==> src/rtl/icache_control_pkg.sv <==
// Shared cache definitions: controller state encoding and default counter width.
package icache_control_pkg;

    localparam int CTR_WIDTH_DEFAULT = 32;

    typedef enum logic [1:0] {
        IDLE   = 2'd0,
        FETCH  = 2'd1,
        SETTLE = 2'd2
    } state_t;

endpackage

==> src/rtl/icache_control_sat_counter.sv <==
// Width-parameterised saturating event counter with synchronous clear.
module sat_counter #(
    parameter int WIDTH = 32
) (
    input  logic             clk,
    input  logic             rst,
    input  logic             clear,
    input  logic             inc,
    output logic [WIDTH-1:0] count
);

    // Clear wins over a same-cycle increment; the count sticks at all-ones.
    always_ff @(posedge clk or posedge rst) begin
        if (rst) begin
            count <= '0;
        end else if (clear) begin
            count <= '0;
        end else if (inc && (count != '1)) begin
            count <= count + WIDTH'(1);
        end
    end

endmodule

==> src/rtl/icache_control.sv <==
// Read-only instruction cache controller: zero-latency hits, single line fill per miss,
// plus saturating hit/miss performance counters.
module icache_control
    import icache_control_pkg::*;
#(
    parameter int CTR_WIDTH = CTR_WIDTH_DEFAULT
) (
    input  logic                 clk,
    input  logic                 rst,
    input  logic                 mem_read,
    output logic                 mem_resp,
    output logic                 pmem_read,
    input  logic                 pmem_resp,
    input  logic                 hit,
    output logic                 way_sel_method,
    output logic                 load_line_data,
    output logic                 load_valid,
    output logic                 valid_in,
    output logic                 load_LRU,
    output logic                 load_dirty,
    output logic                 dirty_in,
    output logic                 load_wdata_reg,
    output logic                 line_datain_sel,
    output logic                 address_sel,
    output logic                 rdata_sel,
    input  logic                 ctr_clear,
    output logic [CTR_WIDTH-1:0] hit_count,
    output logic [CTR_WIDTH-1:0] miss_count,
    output logic                 busy
);

    state_t state_reg;
    logic   post_fill_reg;
    logic   hit_inc;
    logic   miss_inc;

    always_ff @(posedge clk or posedge rst) begin
        if (rst) begin
            state_reg     <= IDLE;
            post_fill_reg <= 1'b0;
        end else begin
            // Set only for the IDLE cycle right after a fill, which replays the request as a hit.
            post_fill_reg <= (state_reg == SETTLE);
            case (state_reg)
                IDLE:    if (mem_read && !hit) state_reg <= FETCH;
                FETCH:   if (pmem_resp)        state_reg <= SETTLE;
                SETTLE:                        state_reg <= IDLE;
                default:                       state_reg <= IDLE;
            endcase
        end
    end

    always_comb begin
        mem_resp       = 1'b0;
        pmem_read      = 1'b0;
        way_sel_method = 1'b0;
        load_line_data = 1'b0;
        load_valid     = 1'b0;
        valid_in       = 1'b0;
        load_LRU       = 1'b0;
        busy           = 1'b0;
        hit_inc        = 1'b0;
        miss_inc       = 1'b0;
        if (!rst) begin
            busy = (state_reg != IDLE);
            case (state_reg)
                IDLE: begin
                    if (mem_read && hit) begin
                        mem_resp = 1'b1;
                        load_LRU = 1'b1;
                        hit_inc  = !post_fill_reg;
                    end
                    miss_inc = mem_read && !hit;
                end
                FETCH: begin
                    pmem_read      = 1'b1;
                    way_sel_method = 1'b1;
                    if (pmem_resp) begin
                        load_line_data = 1'b1;
                        load_valid     = 1'b1;
                        valid_in       = 1'b1;
                    end
                end
                default: ;
            endcase
        end
    end

    assign load_dirty      = 1'b0;
    assign dirty_in        = 1'b0;
    assign load_wdata_reg  = 1'b0;
    assign line_datain_sel = 1'b0;
    assign address_sel     = 1'b0;
    assign rdata_sel       = 1'b0;

    sat_counter #(.WIDTH(CTR_WIDTH)) u_hit_ctr (
        .clk   (clk),
        .rst   (rst),
        .clear (ctr_clear),
        .inc   (hit_inc),
        .count (hit_count)
    );

    sat_counter #(.WIDTH(CTR_WIDTH)) u_miss_ctr (
        .clk   (clk),
        .rst   (rst),
        .clear (ctr_clear),
        .inc   (miss_inc),
        .count (miss_count)
    );

endmodule

==> config.mk <==
export PLATFORM = sky130hd
export DESIGN_NAME = icache_control
export DESIGN_NICKNAME = d
export VERILOG_FILES = /design/src/rtl/icache_control_pkg.sv /design/src/rtl/icache_control_sat_counter.sv /design/src/rtl/icache_control.sv
export SDC_FILE = /design/constraint.sdc
export NUM_CORES = 1
export LEC_CHECK = 0
export BUFFER_PORTS_ARGS = -buffer_cell sky130_fd_sc_hd__buf_4
export CAP_MARGIN = 10
export CORE_MARGIN = 2
export CORE_UTILIZATION = 44
export CTS_BUF_LIST = sky130_fd_sc_hd__clkbuf_4 sky130_fd_sc_hd__clkbuf_8
export DETAILED_ROUTE_END_ITERATION = 8
export PLACE_DENSITY = 0.76
export SETUP_SLACK_MARGIN = 0.4
export SYNTH_ARGS = -nofsm -noshare
export SYNTH_HDL_FRONTEND = slang
export SYNTH_SLANG_ARGS = --single-unit
export TNS_END_PERCENT = 1
==> constraint.sdc <==
create_clock -name clk -period 6.05 [get_ports clk]
set_clock_uncertainty 0.1 [all_clocks]
set_input_delay 0.9075 -clock clk [delete_from_list [all_inputs] [get_ports clk]]
set_output_delay 0.9075 -clock clk [all_outputs]
set_load 0.05 [all_outputs]
==> impl_metrics.csv, run 1 <==
group,metric,value,unit
synthesis,async_flop_share,1.00,
worst_setup_path,arrival,3.10,ns
placed_design,place_hpwl,6.62,mm
grt,grt_util_all_layers,0.204,
synthesis,synth-edff-count,0,
sta,max_freq,337,MHz
synthesis,ys.flop_type,"dfrtp_1",
job,cap_violations,0,
floorplan,rows,34,
worst_setup_path,required,6.19,ns
clocking,cts_root_buf,"clkbuf_8",
worst_setup_path,path_max_fanout,30,
pwr,p_per_area,187,nW/um^2
sta,worst_pin_slew,1.17,ns
grt,grt_max_degree,76,
synthesis,syn_area,3930,um^2
floorplan,die_w,98.5,um
pwr,peakVddDrop,0.0998,mV
synthesis,yosys_warnings,0,
layout,nFillCells,795,
sta,relSlewSlack,0.215,
sta,setup_viol,0,
worst_setup_path,r2r_start,"u_hit_ctr.count[1]",
pwr,power_leakage,1.93,nW
grt,gr-total-overflow,0,
synthesis,yosysSeqAreaShare,0.426,
worst_setup_path,cp-startpoint,"u_hit_ctr.count[1]",
worst_hold_path,hold_class,"reg2reg",
worst_setup_path,end_kind,"flop",
routing,first_pass_iters,4,
sta,finalCritPeriodShare,0.490,
floorplan,die_area,9710,um^2
worst_setup_path,max_stage_delay,0.61,ns
routing,vias,3720,
layout,drive_above_1_share,0.231,
floorplan,die_y,98.5,um
routing,drc_errors,0,
grt,first_global_vias,3503,
clocking,ctsHoldBuffers,0,
clocking,cts_max_path_buffers,2,
floorplan,initial_core_util,0.453,
clocking,tritoncts,"done",
synthesis,synth_cells,437,
sta,hold_viol,0,
layout,nets,509,
synthesis,syn_avg_cell_area,9.00,um^2
floorplan,core-area,8680,um^2
clocking,cts_resized,0,
clocking,cts_max_level,3,
sta,tns,0,ns
worst_setup_path,critical_path_class,"reg2reg",
floorplan,io_pins,84,
pwr,power,0.877,mW
clocking,post_cts_buffers,0,
worst_setup_path,critPathLaunchType,"flop",
status,status,"finished clean",
routing,finalWirelength,9.75,mm
sta,post-route-min-period,2.96,ns
worst_setup_path,slowest_stage,"or4_1",
placed_design,portBuffers,77,
clocking,numCtsBuffers,9,
placed_design,routabilityCongestion,0.858,
grt,antenna_found_initial,0,
grt,grt_pass1_wl,16.4,mm
synthesis,ys_types,46,
routing,first_iter_violations,198,
clocking,cts.sinks,67,
layout,antenna-diode-count,0,
clocking,worstSkewPairLatency,0.35,ns
clocking,clk_pin_slew,0.08,ns
sta,rsz0062_at_grt,"no",
synthesis,ys_ff_latch,67,
routing,routedWlPerCell,15.9,um
layout,syn_to_final_growth,19.3,%
worst_setup_path,crit_chain,"ha_1, nand3_1, or4_1, nor4_4, buf_4, nor2_1, a2111oi_1",
sta,drv_slew,0,
worst_hold_path,min_from,"u_miss_ctr.count[4]",
routing,ant_nets,0,
routing,via_per_inst,6.06,
[routing by layer]
layer  up-vias  track usage  wire (um)
li1       1775            -          -
met1      1814        0.254       4160
met2       113        0.338       4860
met3        18       0.0617        573
met4         0       0.0748        156
met5         -            0          0
[synth_stat cells (3+ instances only)]
master    number  area, um^2
a21oi_1       50         250
and2_1         3        18.8
and3_1         8        50.1
and4_1         4        35.0
buf_4         12        90.1
clkbuf_1      16        60.1
dfrtp_1       67        1680
inv_1          8        30.0
mux2_2        10         113
nand2_1       18        67.6
nand2b_1       4        25.0
nand3_1       29         145
nand4_1       25         156
nor2_1        31         116
nor2b_1       10        62.6
nor3_1         5        25.0
nor3b_1        3        22.5
nor4_1         6        37.5
o21ai_0       25         125
o31ai_1       23         173
or3_1         27         169
or4_1         24         180
[report_power, final]
part | internal, mW | switching (mW) | leakage [nW]
combinational | 0.0151 | 0.0546 | 0.904
clock | 0.174 | 0.177 | 0.0918
sequential | 0.450 | 0.00498 | 0.934
total | 0.640 | 0.237 | 1.93
[worst max-delay path: cells and delay by family, from the launching register on]
kind | cells | cell delay [ns]
buf+inv | 1 | 0.38
compound gates | 1 | 0.34
flops | 1 | 0.43
fa+ha+maj | 1 | 0.22
simple gates | 4 | 1.38
[cell type report]
type | instances | area, um^2 | share of cell area
well taps | 108 | 135 | 0.0288
flip-flops and latches | 67 | 1680 | 0.357
multi-input cells | 336 | 2070 | 0.442
repair buffers | 79 | 593 | 0.126
inverters | 8 | 30.0 | 0.00640
clock buffers | 12 | 159 | 0.0339
clock inverters | 4 | 25.0 | 0.00533
[stage by stage]
stage | setup slack (ns) | hold slack, ns | utilization | area (um^2) | cells
3_5_place_dp | 2.92 | 0.470 | 0.519 | 4510 | 598
2_1_floorplan | 1.81 | 0.396 | - | 3950 | 442
5_1_grt | 2.82 | 0.507 | 0.541 | 4690 | 614
6_report | 3.09 | 0.482 | 0.541 | 4690 | 614
3_3_place_gp | 2.93 | 0.450 | 0.519 | 4510 | 598
4_1_cts | 3.06 | 0.482 | 0.541 | 4690 | 614
[cells by family after synthesis]
logic type	count (synthesis)	synth area share
AND/OR/NAND/NOR	210	0.324
AO/OA/AOI/OAI	104	0.153
flip-flops	67	0.426
buffers and inverters	39	0.0512
multiplexers	11	0.0312
XOR/XNOR	3	0.00668
adder cells (fa/ha/maj)	2	0.00636
other	1	0.000954
[worst paths after layout]
| path | end | slack, ns | cells past startpoint |
|---|---|---|---|
| setup / recovery | u_hit_ctr.count[15] | 3.09 | 7 |
| hold / removal | u_miss_ctr.count[4] | 0.48 | 2 |
| setup reg to reg | u_hit_ctr.count[15] | 3.09 | 7 |
| hold reg to reg | u_miss_ctr.count[4] | 0.48 | 2 |
| max in group asynchronous | u_miss_ctr.count[3] | 4.52 | 3 |
| min in group asynchronous | u_hit_ctr.count[25] | 0.72 | 3 |
[cells in the final DEF (no fill, tap or decap), drive strengths merged, types with 2 or more instances in the layout]
master	n
ha	2
o21ai	26
conb	6
clkinvlp	2
or4	25
nor3b	4
nand3	29
buf	79
mux2	10
a21oi	50
and4	4
dfrtp	67
nor3	5
o31ai	23
inv	8
nor4	8
nand2	18
o2111ai	2
clkbuf	12
and2	3
nor2	31
xor2	2
or3	27
clkinv	2
or2	2
nor4b	2
nand2b	4
nand4	26
nor2b	10
and3	8
or4b	3
Note: power is estimated with default switching activity, not from simulation.
==> inputs of run 2 (changes only) <==
clock period = 2.9 ns   (was 6.05 ns; I/O delays follow)
==> impl_metrics.csv, run 2 (synthesis results as in run 1) <==
group,metric,value,unit
status,status,"finished clean",
sta,hold_viol,0,
worst_setup_path,max_stage_delay,0.51,ns
worst_setup_path,required,3.07,ns
clocking,cts.sinks,67,
layout,multi_input_area,2070,um^2
worst_hold_path,hold_class,"in2async",
sta,setup_viol,0,
sta,final.setup.worst_slack,0.376,ns
layout,nets,519,
routing,via_per_inst,6.10,
grt,grt_util_all_layers,0.204,
pwr,peakVddDrop,0.344,mV
grt,antenna_found_initial,0,
sta,relSlewSlack,0.493,
routing,finalWirelength,10.1,mm
floorplan,io_pins,84,
grt,grt_pass1_wl,16.4,mm
worst_setup_path,cpLargestDelayFamily,"simple AND/OR/NAND/NOR gates",
layout,antenna-diode-count,0,
routing,dr_wl_met2,5.02,mm
grt,grt_max_degree,62,
floorplan,die_y,98.5,um
clocking,clk_pin_slew,0.07,ns
layout,syn_to_final_growth,22.5,%
routing,first_iter_violations,142,
placed_design,place_inst,608,
worst_setup_path,critPathLaunchType,"flop",
job,cap_violations,0,
routing,vias,3806,
clocking,cts_max_level,3,
worst_setup_path,path_max_fanout,14,
worst_setup_path,crit_chain,"nor4b_1, and2_1, nand2b_1, buf_4, or4_1, a21oi_1",
layout,layout_common_cells,"buf_4 (88), dfrtp_1 (62), a21oi_1 (50)",
grt,first_global_vias,3425,
routing,met3_length,760,um
clocking,ctsHoldBuffers,0,
clocking,cts_resized,0,
routing,routedWlPerCell,16.2,um
placed_design,routabilityCongestion,0.915,
sta,finalCritPeriodShare,0.870,
layout,layout_commonest_cell,"buf_4",
layout,regArea,1680,um^2
routing,ant_nets,0,
floorplan,core-area,8680,um^2
floorplan,die_w,98.5,um
grt,gr-total-overflow,0,
pwr,p_per_area,401,nW/um^2
pwr,power_leakage,1.99,nW
floorplan,die_area,9710,um^2
layout,final_cells,624,
routing,drc_errors,0,
placed_design,place_hpwl,7.11,mm
layout,nFillCells,789,
routing,wl_met1,4.23,mm
sta,worst_pin_slew,0.749,ns
clocking,tritoncts,"done",
clocking,post_cts_buffers,0,
clocking,numCtsBuffers,9,
placed_design,portBuffers,77,
clocking,cts_max_path_buffers,2,
sta,tns,0,ns
floorplan,initial_core_util,0.453,
worst_setup_path,end_kind,"flop",
sta,post-route-min-period,2.52,ns
worst_setup_path,critPathBufInv,1,
worst_setup_path,slowest_stage,"or4_1",
sta,max_freq,396,MHz
sta,drv_slew,0,
routing,first_pass_iters,5,
floorplan,rows,34,
worst_setup_path,arrival,2.69,ns
sta,rsz0062_at_grt,"yes",
clocking,worstSkewPairLatency,0.35,ns
worst_setup_path,critical_path_class,"reg2reg",
placed_design,pre_cts_ws,0.374,ns
layout,drive_above_1_share,0.258,
clocking,cts_root_buf,"clkbuf_8",
routing,highest_layer,"met4",
[run 2: cell count changes in the layout (fill, tap and decap cells not counted)]
cell        previous run  this run
bufinv_16              0         1
buf_12                 0         1
clkinvlp_4             2         1
inv_2                  1         0
clkbuf_4               1         3
dfrtp_2                0         5
and2_1                 3         2
buf_4                 79        88
and2_4                 0         1
clkinv_2               2         1
dfrtp_1               67        62
[run 2: per-layer routing]
metal | track usage | up-vias
met5 | 0 | -
met4 | 0.0611 | 0
met3 | 0.0610 | 11
met2 | 0.339 | 139
met1 | 0.259 | 1856
li1 | - | 1800
[run 2: final timing paths]
| check | start | end | slack (ns) | depth (start not counted) |
|---|---|---|---|---|
| max | state_reg[1] | u_hit_ctr.count[5] | 0.38 | 6 |
| min | rst | u_miss_ctr.count[21] | 0.06 | 2 |
| max reg2reg | state_reg[1] | u_hit_ctr.count[5] | 0.38 | 6 |
| min reg2reg | state_reg[0] | post_fill_reg | 0.46 | 1 |
| max in group asynchronous | rst | u_hit_ctr.count[7] | 1.68 | 3 |
| min in group clk | pmem_resp | state_reg[1] | 0.26 | 3 |
[run 2: final cells by class]
class / count / share of cell area
sequential: 67 / 0.349
tap: 108 / 0.0281
timing repair buffer: 89 / 0.141
multi-input combinational: 336 / 0.431
inverter: 8 / 0.00701
clock inverter: 2 / 0.00727
clock buffer: 14 / 0.0361
[run 2: per-stage QoR]
stage | util | cell area, um^2 | power [mW] | hold WS [ns]
3_3_place_gp | 0.531 | 4610 | 1.12 | 0.429
5_1_grt | 0.555 | 4820 | 2.01 | 0.0847
6_report | 0.555 | 4820 | 1.93 | 0.0648
2_1_floorplan | - | 3960 | 1.09 | 0.396
3_5_place_dp | 0.531 | 4610 | 1.12 | 0.442
4_1_cts | 0.555 | 4820 | 1.95 | 0.0621
[run 2: report_power, final]
part           internal [mW]  switching, mW
combinational         0.0366          0.119
sequential             0.940        0.00995
clock                  0.473          0.354
total                   1.45          0.483
==> inputs of run 3 (changes only) <==
PLACE_DENSITY = 0.78   (was 0.76)
clock period = 2.3 ns   (was 2.9 ns; I/O delays follow)
==> impl_metrics.csv, run 3 (synthesis results as in run 1) <==
group,metric,value,unit
routing,routedWlPerCell,17.0,um
sta,max_freq,434,MHz
layout,regArea,1720,um^2
worst_setup_path,critical_path_class,"reg2reg",
placed_design,postPlaceCellArea,5140,um^2
clocking,clk_pin_slew,0.08,ns
floorplan,die_w,98.5,um
pwr,peakVddDrop,0.310,mV
layout,multi_input_area,2400,um^2
sta,worst_pin_slew,0.863,ns
grt,gr-total-overflow,0,
routing,first_pass_iters,4,
routing,vias,4156,
sta,relSlewSlack,0.425,
floorplan,die_y,98.5,um
floorplan,core-area,8680,um^2
grt,grt_util_all_layers,0.231,
placed_design,portBuffers,77,
sta,finalCritPeriodShare,1.00,
sta,whs,0.200,ns
layout,stdcell_area,5810,um^2
clocking,numCtsBuffers,9,
worst_setup_path,critPathLaunchType,"flop",
worst_setup_path,path_max_fanout,12,
clocking,cts_root_buf,"clkbuf_8",
pwr,p_per_area,436,nW/um^2
worst_setup_path,end_kind,"flop",
routing,first_iter_violations,273,
grt,antenna_found_initial,0,
sta,setup_viol,1,
routing,drc_errors,0,
worst_setup_path,required,2.44,ns
floorplan,rows,34,
pwr,power_leakage,2.40,nW
floorplan,io_pins,84,
sta,drv_slew,0,
clocking,cts.sinks,67,
layout,drive_above_1_share,0.475,
sta,hold_viol,0,
status,status,"complete, but fails checks",
placed_design,routabilityCongestion,0.832,
layout,nets,590,
worst_setup_path,arrival,2.44,ns
sta,rsz0062_at_grt,"yes",
layout,final_cells,695,
worst_hold_path,hold_class,"in2reg",
layout,antenna-diode-count,0,
layout,layout_common_cells,"buf_4 (143), a21oi_1 (41), dfrtp_1 (36)",
clocking,ctsHoldBuffers,0,
grt,grt_pass1_wl,18.6,mm
floorplan,die_area,9710,um^2
grt,first_global_vias,3993,
placed_design,place_hpwl,7.72,mm
routing,ant_nets,0,
floorplan,initial_core_util,0.453,
status,violations,"negative setup slack",
clocking,worstSkewPairLatency,0.35,ns
routing,finalWirelength,11.8,mm
placed_design,place_inst,671,
layout,syn_to_final_growth,47.8,%
clocking,cts_max_path_buffers,2,
layout,layout_commonest_cell,"buf_4",
sta,final.setup.worst_slack,-0.00288,ns
job,cap_violations,0,
grt,grt_max_degree,68,
clocking,cts_max_level,3,
worst_setup_path,r2r_slack,-0.003,ns
layout,final_util,0.669,
layout,nFillCells,699,
routing,via_per_inst,5.98,
clocking,tritoncts,"done",
pwr,power,2.53,mW
sta,post-route-min-period,2.30,ns
## run 3: changes by cell type in the layout (fill, tap and decap cells not counted), sizes merged
cell and delta:
buf +70, clkbuf +1
## run 3: worst max-delay path, stage by stage, from the launching register on
cell and delay, ns:
dfrtp_2 0.37, nand4_1 0.15, or4_4 0.62, nor4_4 0.27
buf_4 0.21, buf_12 0.14, nor3_4 0.04, mux2_4 0.29
## run 3: final timing paths
kind,cells after the start,to,startpoint
worst min-delay path,3,state_reg[1],pmem_resp
min in group asynchronous,4,u_hit_ctr.count[4],rst
worst max register to register,7,u_hit_ctr.count[14],u_hit_ctr.count[9]
max in group asynchronous,4,u_miss_ctr.count[25],rst
worst max-delay path,7,u_hit_ctr.count[14],u_hit_ctr.count[9]
worst min register to register,2,u_hit_ctr.count[6],u_hit_ctr.count[6]
## run 3: area by class of cell
| cell class | instances | share of cell area |
|---|---|---|
| Multi-Input combinational cell | 336 | 0.413 |
| Tap cell | 108 | 0.0233 |
| Clock buffer | 14 | 0.0299 |
| Inverter | 8 | 0.00582 |
| Clock inverter | 2 | 0.00603 |
| Timing Repair Buffer | 160 | 0.226 |
| Sequential cell | 67 | 0.295 |
## run 3: power by group
part	total (mW)	internal, mW	switching (mW)	leakage [nW]
Clock	1.06	0.596	0.465	0.111
Combinational	0.279	0.0968	0.182	1.41
Sequential	1.19	1.18	0.00775	0.882
## run 3: repair_timing
item	in CTS	in global routing
setup buffers	2	5
pin swaps	32	42
endpoints found under the setup margin	69	71
gates cloned	0	1
resized for setup	30	54
## run 3: per-layer routing
metal / routed length, um / global-route usage / share of wire
met5: 0 / 0 / 0
met4: 125 / 0.0601 / 0.011
met3: 564 / 0.0546 / 0.048
met2: 6100 / 0.393 / 0.52
met1: 4990 / 0.297 / 0.42
## run 3: metrics by stage
stage | setup slack, ns | setup TNS [ns]
floorplan | -0.143 | -3.86
global placement | 0.00104 | 0
detailed placement | -0.0495 | -0.179
CTS | -0.00324 | -0.00324
global route | -0.107 | -0.665
finish | -0.00288 | -0.00288
